### src/rtl/adv_timer_cg_pkg.sv
// Shared types and parameter limits for the advanced-timer clock-gate controller.
package adv_timer_cg_pkg;

  typedef enum logic [1:0] {
    CG_RUN   = 2'd0,
    CG_DRAIN = 2'd1,
    CG_OFF   = 2'd2,
    CG_WAKE  = 2'd3
  } cg_state_e;

  localparam int CG_CNT_W    = 8;
  localparam int CG_IDLE_MIN = 1;
  localparam int CG_IDLE_MAX = 255;
  localparam int CG_WAKE_MIN = 1;
  localparam int CG_WAKE_MAX = 15;

  function automatic bit cg_params_ok(input int idle_cycles, input int wake_cycles);
    return (idle_cycles >= CG_IDLE_MIN) && (idle_cycles <= CG_IDLE_MAX) &&
           (wake_cycles >= CG_WAKE_MIN) && (wake_cycles <= CG_WAKE_MAX);
  endfunction

endpackage

### src/rtl/adv_timer_clk_gate_ch.sv
// One timer channel: idle hysteresis before gating, settle delay after waking.
module adv_timer_clk_gate_ch
  import adv_timer_cg_pkg::*;
#(
  parameter int IDLE_CYCLES = 8,
  parameter int WAKE_CYCLES = 2
) (
  input  logic clk_i,
  input  logic rst_i,
  input  logic active_i,
  output logic clk_en_o,
  output logic ready_o,
  output logic off_o
);

  localparam bit ParamsOk = cg_params_ok(IDLE_CYCLES, WAKE_CYCLES);
  localparam logic [CG_CNT_W-1:0] IdleLoad = CG_CNT_W'(IDLE_CYCLES - 1);
  localparam logic [CG_CNT_W-1:0] WakeLoad = CG_CNT_W'(WAKE_CYCLES - 1);

  if (!ParamsOk) begin : g_bad_params
    $error("adv_timer_clk_gate_ch: IDLE_CYCLES or WAKE_CYCLES out of range");
  end

  cg_state_e             state_q, state_d;
  logic [CG_CNT_W-1:0]   cnt_q, cnt_d;
  logic                  clk_en_q, ready_q, off_q;

  always_comb begin
    state_d = state_q;
    cnt_d   = cnt_q;
    unique case (state_q)
      CG_RUN: begin
        if (!active_i) begin
          state_d = CG_DRAIN;
          cnt_d   = IdleLoad;
        end
      end
      CG_DRAIN: begin
        if (active_i) begin
          state_d = CG_RUN;
        end else if (cnt_q == '0) begin
          state_d = CG_OFF;
        end else begin
          cnt_d = cnt_q - 8'd1;
        end
      end
      CG_OFF: begin
        if (active_i) begin
          state_d = CG_WAKE;
          cnt_d   = WakeLoad;
        end
      end
      CG_WAKE: begin
        // A wake always completes, so activity is not sampled here.
        if (cnt_q == '0) begin
          state_d = CG_RUN;
        end else begin
          cnt_d = cnt_q - 8'd1;
        end
      end
      default: begin
        state_d = CG_RUN;
        cnt_d   = '0;
      end
    endcase
  end

  // Outputs are registered from the next state so they line up with state_q.
  always_ff @(posedge clk_i) begin
    if (rst_i) begin
      state_q  <= CG_RUN;
      cnt_q    <= '0;
      clk_en_q <= 1'b1;
      ready_q  <= 1'b0;
      off_q    <= 1'b0;
    end else begin
      state_q  <= state_d;
      cnt_q    <= cnt_d;
      clk_en_q <= (state_d != CG_OFF);
      ready_q  <= (state_d == CG_RUN) || (state_d == CG_DRAIN);
      off_q    <= (state_d == CG_OFF);
    end
  end

  assign clk_en_o = clk_en_q;
  assign ready_o  = ready_q;
  assign off_o    = off_q;

endmodule

### src/rtl/adv_timer_clk_gate_ctrl.sv
// Per-timer clock-enable controller: one independent gate FSM per timer channel.
module adv_timer_clk_gate_ctrl
  import adv_timer_cg_pkg::*;
#(
  parameter int N_TIMERS    = 4,
  parameter int IDLE_CYCLES = 8,
  parameter int WAKE_CYCLES = 2
) (
  input  logic                clk_i,
  input  logic                rst_i,
  input  logic                force_on_i,
  input  logic [N_TIMERS-1:0] cfg_en_i,
  input  logic [N_TIMERS-1:0] busy_i,
  input  logic [N_TIMERS-1:0] wake_req_i,
  output logic [N_TIMERS-1:0] clk_en_o,
  output logic [N_TIMERS-1:0] ready_o,
  output logic                all_gated_o
);

  logic [N_TIMERS-1:0] active;
  logic [N_TIMERS-1:0] off_ch;

  assign active = cfg_en_i | busy_i | wake_req_i | {N_TIMERS{force_on_i}};

  for (genvar gi = 0; gi < N_TIMERS; gi++) begin : g_ch
    adv_timer_clk_gate_ch #(
      .IDLE_CYCLES (IDLE_CYCLES),
      .WAKE_CYCLES (WAKE_CYCLES)
    ) u_ch (
      .clk_i    (clk_i),
      .rst_i    (rst_i),
      .active_i (active[gi]),
      .clk_en_o (clk_en_o[gi]),
      .ready_o  (ready_o[gi]),
      .off_o    (off_ch[gi])
    );
  end

  // AND of per-channel registered OFF flags; no extra latency versus clk_en_o.
  assign all_gated_o = &off_ch;

endmodule
### config.mk
export PLATFORM = sky130hd
export DESIGN_NAME = adv_timer_clk_gate_ctrl
export DESIGN_NICKNAME = d
export VERILOG_FILES = /design/src/rtl/adv_timer_cg_pkg.sv /design/src/rtl/adv_timer_clk_gate_ch.sv /design/src/rtl/adv_timer_clk_gate_ctrl.sv
export SDC_FILE = /design/constraint.sdc
export NUM_CORES = 1
export LEC_CHECK = 0
export BUFFER_PORTS_ARGS = -buffer_cell sky130_fd_sc_hd__buf_2
export CORE_MARGIN = 2
export CORE_UTILIZATION = 30
export CTS_CLUSTER_DIAMETER = 150
export DETAILED_ROUTE_END_ITERATION = 10
export HOLD_SLACK_MARGIN = 0.03
export PLACE_DENSITY_LB_ADDON = 0.12
export SYNTH_ARGS = -nofsm -noshare
export SYNTH_HDL_FRONTEND = slang
export SYNTH_SLANG_ARGS = --single-unit
### constraint.sdc
create_clock -name clk_i -period 2.1 [get_ports clk_i]
set_input_delay 0.42 -clock clk_i [delete_from_list [all_inputs] [get_ports clk_i]]
set_output_delay 0.42 -clock clk_i [all_outputs]
set_load 0.01 [all_outputs]
Word-level counts from Yosys, hierarchy flattened

Index checks and enable logic that the tools add are counted.

Flip-flop bits (word level): 52
Bits of input ports: 15
Output and inout port bits: 9
Word-level logic and storage cells: 128

Add/subtract/negate cells: 4
Equal/unequal tests: 36
Muxes and demuxes: 44
Bitwise operators: 3
Reductions and logical operators: 21

Operators by type and width:

| kind                                                               | number |
|---|---|
| 8-bit two-way mux                                                  | 16 |
| 8-bit case mux with 4 select lines                                 | 4 |
| 2-bit two-way mux                                                  | 20 |
| 8-bit zero test                                                    | 4 |
| 2-bit != test, second input constant                               | 16 |
| 2-bit case mux with 4 select lines                                 | 4 |
| 8-bit by 1-bit subtractor with 8-bit output, second input constant | 4 |
| 2-bit == test, second input constant                               | 12 |
| 2-bit by 1-bit == test with 1-bit output, second input constant    | 8 |
| 2-bit zero test                                                    | 8 |
| 4-bit bitwise OR                                                   | 3 |
| 3-bit AND reduction                                                | 4 |
| 1-bit logical OR                                                   | 4 |
| 4-bit AND reduction                                                | 1 |

Depth between registers and ports, before layout

Gate-level depths: netlist of run 1.

Depth after elaboration: 7
Mapped depth: 7
Gate-level depth less buffers: 6

By module

Synthesis of run 1 repeated with hierarchy kept, for this count alone.

Cell total of the unflattened synthesis: 297
Area, all modules: 2571.2 um^2

By module, submodules not included:

| module                  | times used | cells each | area an instance (um^2) | sequential area each (um^2) |
|---|---|---|---|---|
| adv_timer_clk_gate_ch   | 4          | 73         | 633.1                   | 260.2 |
| adv_timer_clk_gate_ctrl | 1          | 5          | 38.8                    | 0.0 |

Worst setup path after synthesis of run 1

No wires, ideal clock.

Path type: in2reg
From: in busy_i[1]
To: reg g_ch[1].u_ch.clk_en_q
Setup time: 127 ps
Arrival time: 1841 ps
Data required time: 1973 ps
Setup slack: 132 ps
Stages: 5
Path buffers: 1
Cells stage by stage: or4_1 -> o22ai_1 -> buf_2 -> nor2_1 -> or3_1

Word-level cells in the longest chain between the ends: 6
Elaborated cells between the ends (all ways): 8
Classes of those cells: 1 x eq/ne; 4 x mux; 3 x bitwise

Ends and longest elaborated chain:

| element                                     | line                                                                                  | text |
|---|---|---|
| start, declared                             | adv_timer_clk_gate_ctrl.sv:13                                                         | `input logic [N_TIMERS-1:0] busy_i,` |
| 4-bit bitwise OR (*) (3 in series)          | adv_timer_clk_gate_ctrl.sv:23                                                         | `assign active = cfg_en_i \| busy_i \| wake_req_i \| {N_TIMERS{force_on_i}};` |
| 2-bit two-way mux, on equally long branches | adv_timer_clk_gate_ch.sv:48, adv_timer_clk_gate_ch.sv:33, adv_timer_clk_gate_ch.sv:39 |  |
| 2-bit case mux with 4 select lines (*)      | adv_timer_clk_gate_ch.sv:31                                                           | `unique case (state_q)` |
| 2-bit != test (*)                           | adv_timer_clk_gate_ch.sv:79                                                           | `clk_en_q <= (state_d != CG_OFF);` |
| end signal, assigned                        | adv_timer_clk_gate_ch.sv:79                                                           |  |
| end, declared                               | adv_timer_clk_gate_ch.sv:26                                                           | `logic clk_en_q, ready_q, off_q;` |

Every way passes the cells marked *; elsewhere a longest branch is shown, timed or not.
A chain may end at the register's enable or synchronous reset.

Worst setup path after layout of run 1

From: reg g_ch[0].u_ch.cnt_q[3]
To: reg g_ch[0].u_ch.cnt_q[7]

Word-level cells in the longest chain between the ends: 4
Elaborated cells between the ends (all ways): 5
Classes of those cells: 1 x add/sub; 3 x mux; 1 x reduce/logical

Ends and longest elaborated chain:

| element                                                                               | line                                                     | text |
|---|---|---|
| start, declared                                                                       | adv_timer_clk_gate_ch.sv:25                              | `logic [CG_CNT_W-1:0] cnt_q, cnt_d;` |
| start signal, assigned                                                                | adv_timer_clk_gate_ch.sv:78                              | `cnt_q <= cnt_d;` |
| 8-bit by 1-bit subtractor with 8-bit output / 8-bit zero test (equally long branches) | -                                                        |  |
| 8-bit two-way mux (*)                                                                 | adv_timer_clk_gate_ch.sv:41, adv_timer_clk_gate_ch.sv:55 |  |
| 8-bit two-way mux                                                                     | adv_timer_clk_gate_ch.sv:39                              | `if (active_i) begin` |
| 8-bit case mux with 4 select lines (*)                                                | adv_timer_clk_gate_ch.sv:31                              |  |

Every way passes the cells marked *; elsewhere a longest branch is shown, timed or not. The select of a mux whose other input is x is not followed.

==> results.txt, run 1 <==
RR Startpoint: g_ch[0].u_ch.cnt_q[3]
Core area: 8678 µm²
Vias per cell: 5.306
Post-route setup TNS: 0 ns
Post-synth EDFFs: 0
Detailed-route DRC error count: 0
Post-CTS Setup Bufs: 0
Post-synthesis async set-or-reset flop share: 0%
N_diodes: 0
Vias in the first global route: 2212
Largest net degree at the start of global routing: 18
Layout cells sized above 1: 21.92%
Crit path launch: g_ch[0].u_ch.cnt_q[3]
Post-synth top area cell: dfxtp_1
Root buffer cell: clkbuf_8
Final Max Slew Viols: 0
Area contributors post-synth: dfxtp_1, or4_1, o31ai_1
CP Data Required Time: 2.34 ns
Min-Delay Path Class: flip-flop to flip-flop
Crit end category: flip-flop
#FFs+latches synth: 52
CP max FO: 5
Register area: 1041 µm²
Gr usage total: 13.20%
Post-DP HPWL: 4.593 mm
Routed length per instance: 14.28 µm
Post-Place Cell Area: 2939 µm²
Gp weighted congestion: 0.7987
Slew headroom: 47.18%
Post-synthesis cell area: 2684 µm²
Status: completed
Clock-pin slew on the worst setup and hold paths: 0.10 ns
Gr ovfl total: 0
Final Critical Period: 1.986 ns
Fmax: 503.5 MHz
Filler instances: 928
Initial Utilization: 30.93%
# IOs: 24
Max Buffers Root-to-Sink: 2
HP Start: g_ch[2].u_ch.cnt_q[7]
NumNets Final: 355
Sequential area share after synthesis: 38.79%
Post-Route WL: 6.297 mm
Peak VDD IR: 296.3 µV
Crit Path Class: flip-flop to flip-flop
Post-Synthesis Cells: 304
Share of the synthesized area in the top cell type: 38.79%
PwrDens: 716.3 nW/µm²
Remaining antenna violation count: 0
Die Area: 9719 µm²
Die Wd: 98.59 µm
Post-synth cell types: 48
H-tree depth: 2
Avg Cell Area, Syn: 8.828 µm²
TritonCTS Buffers: 5
Final period util: 94.58%
Hold buffers post-CTS: 0
Worst skew pair latency: 0.30 ns
Final Skew: 0.007426 ns
Synth warn: 0
Leak: 0.001195 µW
First-pass GRT wire length: 10.65 mm
# clock sinks: 52
Initial antenna violation count: 0
1st-iter DRT viols: 57
Critical Path AT: 2.23 ns
Final Cell Area: 3113 µm²
Port bufs: 23
Row cnt: 34
DRT Pass-1 Iters: 4
Most numerous cell in the Yosys netlist: dfxtp_1
Die Height: 98.59 µm
Area delta synth->final: 15.99%
Synth Net Count: 327
Max Cap Violations: 0
Multi-input gate area: 1479 µm²
Least-Margin Pin Slew: 0.7894 ns
Resize count post-CTS: 0
Post-synth top cells: dfxtp_1, a21oi_1, or4_1, nor2_1, o31ai_1
CTS tree: done
Final Hold Fails: 0
Crit path launch type: flip-flop
Vias: 2340
Prevailing post-synth register cell: dfxtp_1
RSZ-0062 raised after global routing: no
Setup violations, final: 0
[sequential cells by signal, summed over array words and instances, names as in the netlist]
name,flops
g_ch.u_ch.state_q,8
g_ch.u_ch.ready_o,4
g_ch.u_ch.clk_en_o,4
g_ch.u_ch.cnt_q,32
g_ch.u_ch.off_o,4
[layout make-up]
class	instances	area share (%)
Timing Repair Buffer	41	8.039
Tap cell	108	4.341
Multi-Input combinational cell	219	47.51
Clock buffer	5	2.211
Sequential cell	52	33.44
Inverter	13	1.568
Clock inverter	3	2.894
[worst paths after layout]
check                           to  slack (ns)  cells past startpoint
max          g_ch[0].u_ch.cnt_q[7]        0.11                      4
max reg2reg  g_ch[0].u_ch.cnt_q[7]        0.11                      4
min          g_ch[2].u_ch.cnt_q[7]        0.48                      2
min reg2reg  g_ch[2].u_ch.cnt_q[7]        0.48                      2
[cells in the final DEF (no fill, tap or decap), types with 4 or more instances in the layout]
cell type / n
buf_2: 23
nand2b_1: 4
or3_1: 8
and2_1: 5
dfxtp_1: 52
nor3_1: 8
or4_4: 5
ha_1: 8
o31ai_1: 19
or2_2: 4
nor2_1: 24
clkbuf_8: 5
nand2_1: 16
buf_4: 18
a21oi_1: 27
nor4_1: 8
inv_1: 13
mux2_2: 4
or4_1: 26
a211oi_1: 4
o21ai_0: 5
[metrics by stage]
step | util, % | power (µW) | std cells | hold WS (ns) | setup slack [ns]
3_5_place_dp | 33.87 | 1307 | 433 | 0.4712 | 0.06420
2_1_floorplan | - | 1227 | 304 | 0.4472 | 0.1324
3_3_place_gp | 33.87 | 1304 | 433 | 0.4666 | 0.09070
5_1_grt | 35.87 | 2333 | 441 | 0.4907 | 0.02016
4_1_cts | 35.70 | 2257 | 441 | 0.4790 | 0.07811
6_report | 35.87 | 2230 | 441 | 0.4845 | 0.1138
[where the power goes]
group,internal [µW],switching (µW),leakage [µW]
logic,114,134,0.000694
registers,1010,25.1,0.000423
clock network,596,346,0.0000784
[cell families after synthesis]
group	after synthesis	synth area share (%)
mux	5	2.051
compound gates	75	18.60
xor+xnor	1	0.3264
fa+ha+maj	8	3.730
flops	52	38.79
buf+inv	33	6.667
simple gates	130	29.84
[worst max-delay path, cell delays in order (launching register included)]
cell     delay (ns)
dfxtp_1        0.35
or4_4          0.57
or4_1          0.45
or4_1          0.41
a21oi_1        0.14
[routing by layer]
| metal | track usage [%] | up-vias | part of all wire, % |
|---|---|---|---|
| met5 | 0 | - | 0 |
| met4 | 3.372 | 0 | 1.1 |
| met2 | 21.87 | 20 | 46 |
| met3 | 2.270 | 6 | 2.4 |
| li1 | - | 1214 | - |
| met1 | 17.91 | 1100 | 50 |
No activity file was read; power rests on OpenSTA's default activity.
==> run 2: changes to the inputs <==
Settings changed: CTS_CLUSTER_SIZE from default to 14.
Clock period 2.1 ns to 1.7 ns, I/O delays scaled along.
==> run 2 against run 1 <==
Effect of this change:
- the run now ends with negative setup slack left
- setup slack lost 0.32 ns
- register-to-register slack lost 0.32 ns
- maximum frequency grew 4.1%
- clock power shrank 8.0%
- sequential share of layout area shrank 8.3 points
- wire length grew 22%
- sequential power grew 23%
- critical path depth is the same
- via count grew 14%
- die area is the same
==> results.txt, run 2 (synthesis gave the netlist of run 1 again) <==
H-tree depth: 2
Gr ovfl total: 0
Hold buffers post-CTS: 0
Violated checks: negative setup slack
Final Cell Area: 4213 µm²
Final Skew: 0.007265 ns
Final period util: 112.2%
# IOs: 24
Die Wd: 98.59 µm
Crit Path Class: flip-flop to flip-flop
1st-iter DRT viols: 54
Area delta synth->final: 56.97%
Register area: 1057 µm²
Vias in the first global route: 2673
Multi-input gate area: 1934 µm²
Initial antenna violation count: 0
Post-Place Cell Area: 3433 µm²
Max Buffers Root-to-Sink: 2
Gr usage total: 15.50%
Critical path's largest stage delay: 0.54 ns
Clk network pwr share: 32.3%
TritonCTS Buffers: 5
Combinational share of power: 20.2%
Clock-pin slew on the worst setup and hold paths: 0.10 ns
Min-Delay Path Class: input port to flip-flop
Die Area: 9719 µm²
Initial Utilization: 30.93%
Vias: 2668
Core area: 8678 µm²
Final Hold Fails: 0
Critical-path cell list: or4_4, or4_4, or4_4, a21oi_2
CTS tree: done
Setup violations, final: 27
Filler instances: 846
Most used cells in the layout excluding fill and tap cells: buf_4, dfxtp_1, buf_6, buf_2, nor2_1
Post-Route WL: 7.652 mm
Largest regs: g_ch.u_ch.cnt_q (32), g_ch.u_ch.state_q (8)
Crit path launch type: flip-flop
CP Data Required Time: 1.94 ns
CP max FO: 2
Die Height: 98.59 µm
RSZ-0062 raised after global routing: yes
Gp weighted congestion: 0.8319
Largest net degree at the start of global routing: 16
Remaining antenna violation count: 0
Status: finished with violations
Final Critical Period: 1.908 ns
Vias per cell: 5.131
Int Power: 1979 µW
Worst skew pair latency: 0.30 ns
First-pass GRT wire length: 12.61 mm
Register with the most flip-flops: g_ch.u_ch.cnt_q
Routed length per instance: 14.72 µm
Largest register FFs: 32
Fin worst setup slack: -0.2079 ns
PwrDens: 638.0 nW/µm²
Fmax: 524.1 MHz
Peak VDD IR: 363.1 µV
Port bufs: 23
Leak: 0.001666 µW
Detailed-route DRC error count: 0
Final non-filler cell total: 520
Root buffer cell: clkbuf_8
Switch share: 26.35%
Final Max Slew Viols: 0
Post-DP HPWL: 5.198 mm
Sw power: 708.3 µW
Sequential share of power: 47.5%
Crit end category: flip-flop
Critical Path AT: 2.15 ns
Slowest-stage cell, CP: or4_4
Placed Instances: 496
DRT Pass-1 Iters: 4
Least-Margin Pin Slew: 0.7590 ns
Layout cells sized above 1: 56.80%
Slew headroom: 49.21%
NumNets Final: 434
Max Cap Violations: 0
Commonest non-fill, non-tap cell in the layout: buf_4
N_diodes: 0
# clock sinks: 52
Row cnt: 34
CP most frequent cell: or4_4
run 2: final timing paths:
path	startpoint	endpoint	slack, ns	cells past startpoint
max	g_ch[3].u_ch.cnt_q[2]	g_ch[3].u_ch.cnt_q[7]	-0.21	4
min	rst_i	g_ch[0].u_ch.state_q[1]	0.37	2
max reg2reg	g_ch[3].u_ch.cnt_q[2]	g_ch[3].u_ch.cnt_q[7]	-0.21	4
min reg2reg	g_ch[1].u_ch.cnt_q[7]	g_ch[1].u_ch.cnt_q[7]	0.50	2
run 2: through the flow:
stage | hold slack [ns] | utilization [%] | power [µW] | TNS, ns | worst slack (ns)
finish | 0.3743 | 48.54 | 2688 | -2.058 | -0.2079
global route | 0.3853 | 48.54 | 2815 | -4.127 | -0.2515
CTS | 0.3639 | 45.24 | 2649 | -2.193 | -0.1913
detailed placement | 0.4721 | 39.56 | 1695 | -5.923 | -0.2037
global placement | 0.4646 | 39.56 | 1694 | -5.725 | -0.2022
floorplan | 0.4438 | - | 1522 | -1.153 | -0.1662
run 2: power groups by stage:
stage | Sequential, µW | Combinational [µW] | Clock, µW
2_1_floorplan | 1310 | 215 | 0
3_3_place_gp | 1300 | 392 | 0
3_5_place_dp | 1300 | 393 | 0
4_1_cts | 1280 | 474 | 899
5_1_grt | 1280 | 595 | 938
6_report | 1280 | 543 | 867
run 2: per-layer routing:
layer | track usage [%] | vias to the layer above | share of wire, %
met3 | 2.340 | 4 | 2.0
met4 | 3.583 | 0 | 0.69
met5 | 0 | - | 0
met2 | 27.47 | 21 | 50
li1 | - | 1369 | -
met1 | 19.86 | 1274 | 47
run 2: repair_timing:
action                     CTS  global route
setup buffers               10             5
setup endpoints to repair   43            47
cloned                       2             1
pin swaps                   27            33
resized for setup           70            58
run 2: critical path, delay by kind of cell (launching register included):
kind            cells  cell delay, ns
flops               1            0.32
simple gates        3            1.40
compound gates      1            0.12
run 2: layout make-up:
type / instances / area share (%)
multi-input cells: 219 / 45.92
flip-flops and latches: 52 / 25.10
repair buffers: 120 / 22.07
well taps: 108 / 3.208
clock buffers: 6 / 1.723
inverters: 13 / 1.158
clock inverters: 2 / 0.8316
==> run 3: changes to the inputs <==
Settings changed: CORE_MARGIN 2 to default, PLACE_DENSITY from default to 0.57, PLACE_DENSITY_LB_ADDON 0.12 to default.
==> run 3 against run 2 <==
Effect of this change:
- the flow still finishes with violations (negative setup slack)
- final cell count shrank 0.58%
- design area down 0.62%
- via count up 2.7%
- power shrank 0.94%
- sequential share of layout area grew 0.19 points
- wire length up 2.2%
- register-to-register slack hardly changed
- sequential cell count unchanged
- non-clock buffer count fell by 1
- largest cell class unchanged
==> results.txt, run 3 (synthesis gave the netlist of run 1 again) <==
NumNets Final: 433
# IOs: 24
Post-DP HPWL: 5.054 mm
Crit end category: flip-flop
Setup violations, final: 32
Port bufs: 23
Initial antenna violation count: 0
Remaining antenna violation count: 0
Core area: 8678 µm²
Gr ovfl total: 0
Die Height: 96.59 µm
Critical Path AT: 2.17 ns
CTS tree: done
RR Startpoint: g_ch[0].u_ch.cnt_q[2]
1st-iter DRT viols: 82
DRT Pass-1 Iters: 4
Vias per cell: 5.300
Fmax: 523.1 MHz
R2R cell count: 4
Sw power: 707.3 µW
Min-Delay Path Class: input port to flip-flop
Final period util: 112.5%
Power Total: 2663 µW
Worst Setup EP: g_ch[0].u_ch.cnt_q[7]
Crit path launch type: flip-flop
Worst r2r dst: g_ch[0].u_ch.cnt_q[7]
Placed Instances: 493
Pre-CTS setup slack: -0.2605 ns
Gr usage total: 17.29%
Routed length per instance: 15.13 µm
Clk network pwr share: 32.0%
Register area: 1059 µm²
Crit path launch: g_ch[0].u_ch.cnt_q[2]
Die Area: 9329 µm²
Least-Margin Pin Slew: 0.6818 ns
TritonCTS Buffers: 5
Largest register FFs: 32
RSZ-0062 raised after global routing: yes
Fin worst setup slack: -0.2118 ns
Hold buffers post-CTS: 0
Row cnt: 34
Max Cap Violations: 0
Combinational share of power: 20.0%
Final Skew: 0.006217 ns
Max Buffers Root-to-Sink: 2
Largest net degree at the start of global routing: 15
Final Max Slew Viols: 0
Crit Path Class: flip-flop to flip-flop
Area delta synth->final: 55.99%
Status: finished with violations
Vias in the first global route: 2718
Clock-pin slew on the worst setup and hold paths: 0.10 ns
Post-Route WL: 7.821 mm
Most used cells in the layout excluding fill and tap cells: buf_4, dfxtp_1, buf_2
CP max FO: 3
Vias: 2740
Die Wd: 96.59 µm
Multi-input gate area: 1918 µm²
Initial Utilization: 30.93%
Int Power: 1955 µW
Final Hold Fails: 0
Largest regs: g_ch.u_ch.cnt_q (32), g_ch.u_ch.state_q (8)
Worst skew pair latency: 0.31 ns
Root buffer cell: clkbuf_8
Gp weighted congestion: 0.7885
Peak VDD IR: 404.0 µV
Register with the most flip-flops: g_ch.u_ch.cnt_q
N_diodes: 0
PwrDens: 636.0 nW/µm²
Leak: 0.001648 µW
Worst reg-to-reg setup slack: -0.21 ns
Violated checks: negative setup slack
Sequential share of power: 48.0%
Final non-filler cell total: 517
CP Data Required Time: 1.96 ns
Final Critical Period: 1.912 ns
Filler instances: 797
H-tree depth: 2
Switch share: 26.57%
Layout cells sized above 1: 55.75%
First-pass GRT wire length: 12.52 mm
Detailed-route DRC error count: 0
Commonest non-fill, non-tap cell in the layout: buf_4
# clock sinks: 52
Slew headroom: 54.38%
-- run 3: cell count changes in the layout (fill, tap and decap cells not counted), moves of 3 or more --
cell     change
nor3_1       +3
buf_6        -6
o31ai_1      +4
o31ai_2      -3
buf_4        +3
nor3_2       -4
nor4_2       +3
-- run 3: metrics by stage --
step	setup TNS (ns)	hold WS, ns	cell area, µm²	utilization [%]
global route	-4.036	0.3426	4187	48.24
global placement	-6.113	0.4620	3423	39.45
detailed placement	-7.051	0.4712	3423	39.45
finish	-2.130	0.3431	4187	48.24
CTS	-1.613	0.3398	3849	44.35
floorplan	-1.153	0.4438	2720	-
-- run 3: worst min path at each step --
stage	start	endpoint	slack [ns]	cells after the start
after global placement	g_ch[1].u_ch.cnt_q[7]	g_ch[1].u_ch.cnt_q[7]	0.46	2
after detailed placement	g_ch[2].u_ch.cnt_q[7]	g_ch[2].u_ch.cnt_q[7]	0.47	2
final	rst_i	g_ch[2].u_ch.state_q[0]	0.34	2
after floorplan	rst_i	g_ch[1].u_ch.clk_en_o	0.44	1
after CTS	rst_i	g_ch[2].u_ch.state_q[0]	0.34	2
after global routing	rst_i	g_ch[2].u_ch.state_q[0]	0.34	2
-- run 3: per-layer routing --
layer / vias up / routed length, µm / track usage (%)
met5: - / 0 / 0
met1: 1333 / 3415 / 20.56
met2: 41 / 4123 / 31.22
met4: 0 / 85 / 5.760
met3: 6 / 197 / 2.973
li1: 1360 / - / -
-- run 3: timing repair --
item,4_1_cts,5_1_grt
setup endpoints to repair,45,43
resized for setup,59,66
buffers inserted,9,10
gates cloned,2,1
pin swaps,22,35
-- run 3: final cells by class --
type | count | share of cell area, %
multi-input cells | 219 | 45.82
flip-flops and latches | 52 | 25.28
repair buffers | 119 | 22.09
well taps | 108 | 3.228
clock buffers | 5 | 1.644
inverters | 13 | 1.225
clock inverters | 1 | 0.7173
-- run 3: critical path, cell delays in order (launching register included) --
cell     delay (ns)
dfxtp_1        0.32
or4_4          0.55
or4_4          0.43
or4_4          0.42
a21oi_2        0.12
-- run 3: power by group through the flow --
stage / registers [µW] / clock network (µW) / logic (µW)
3_3_place_gp: 1300 / 0 / 385
5_1_grt: 1280 / 917 / 576
2_1_floorplan: 1310 / 0 / 215
3_5_place_dp: 1300 / 0 / 392
4_1_cts: 1270 / 868 / 457
6_report: 1280 / 853 / 533
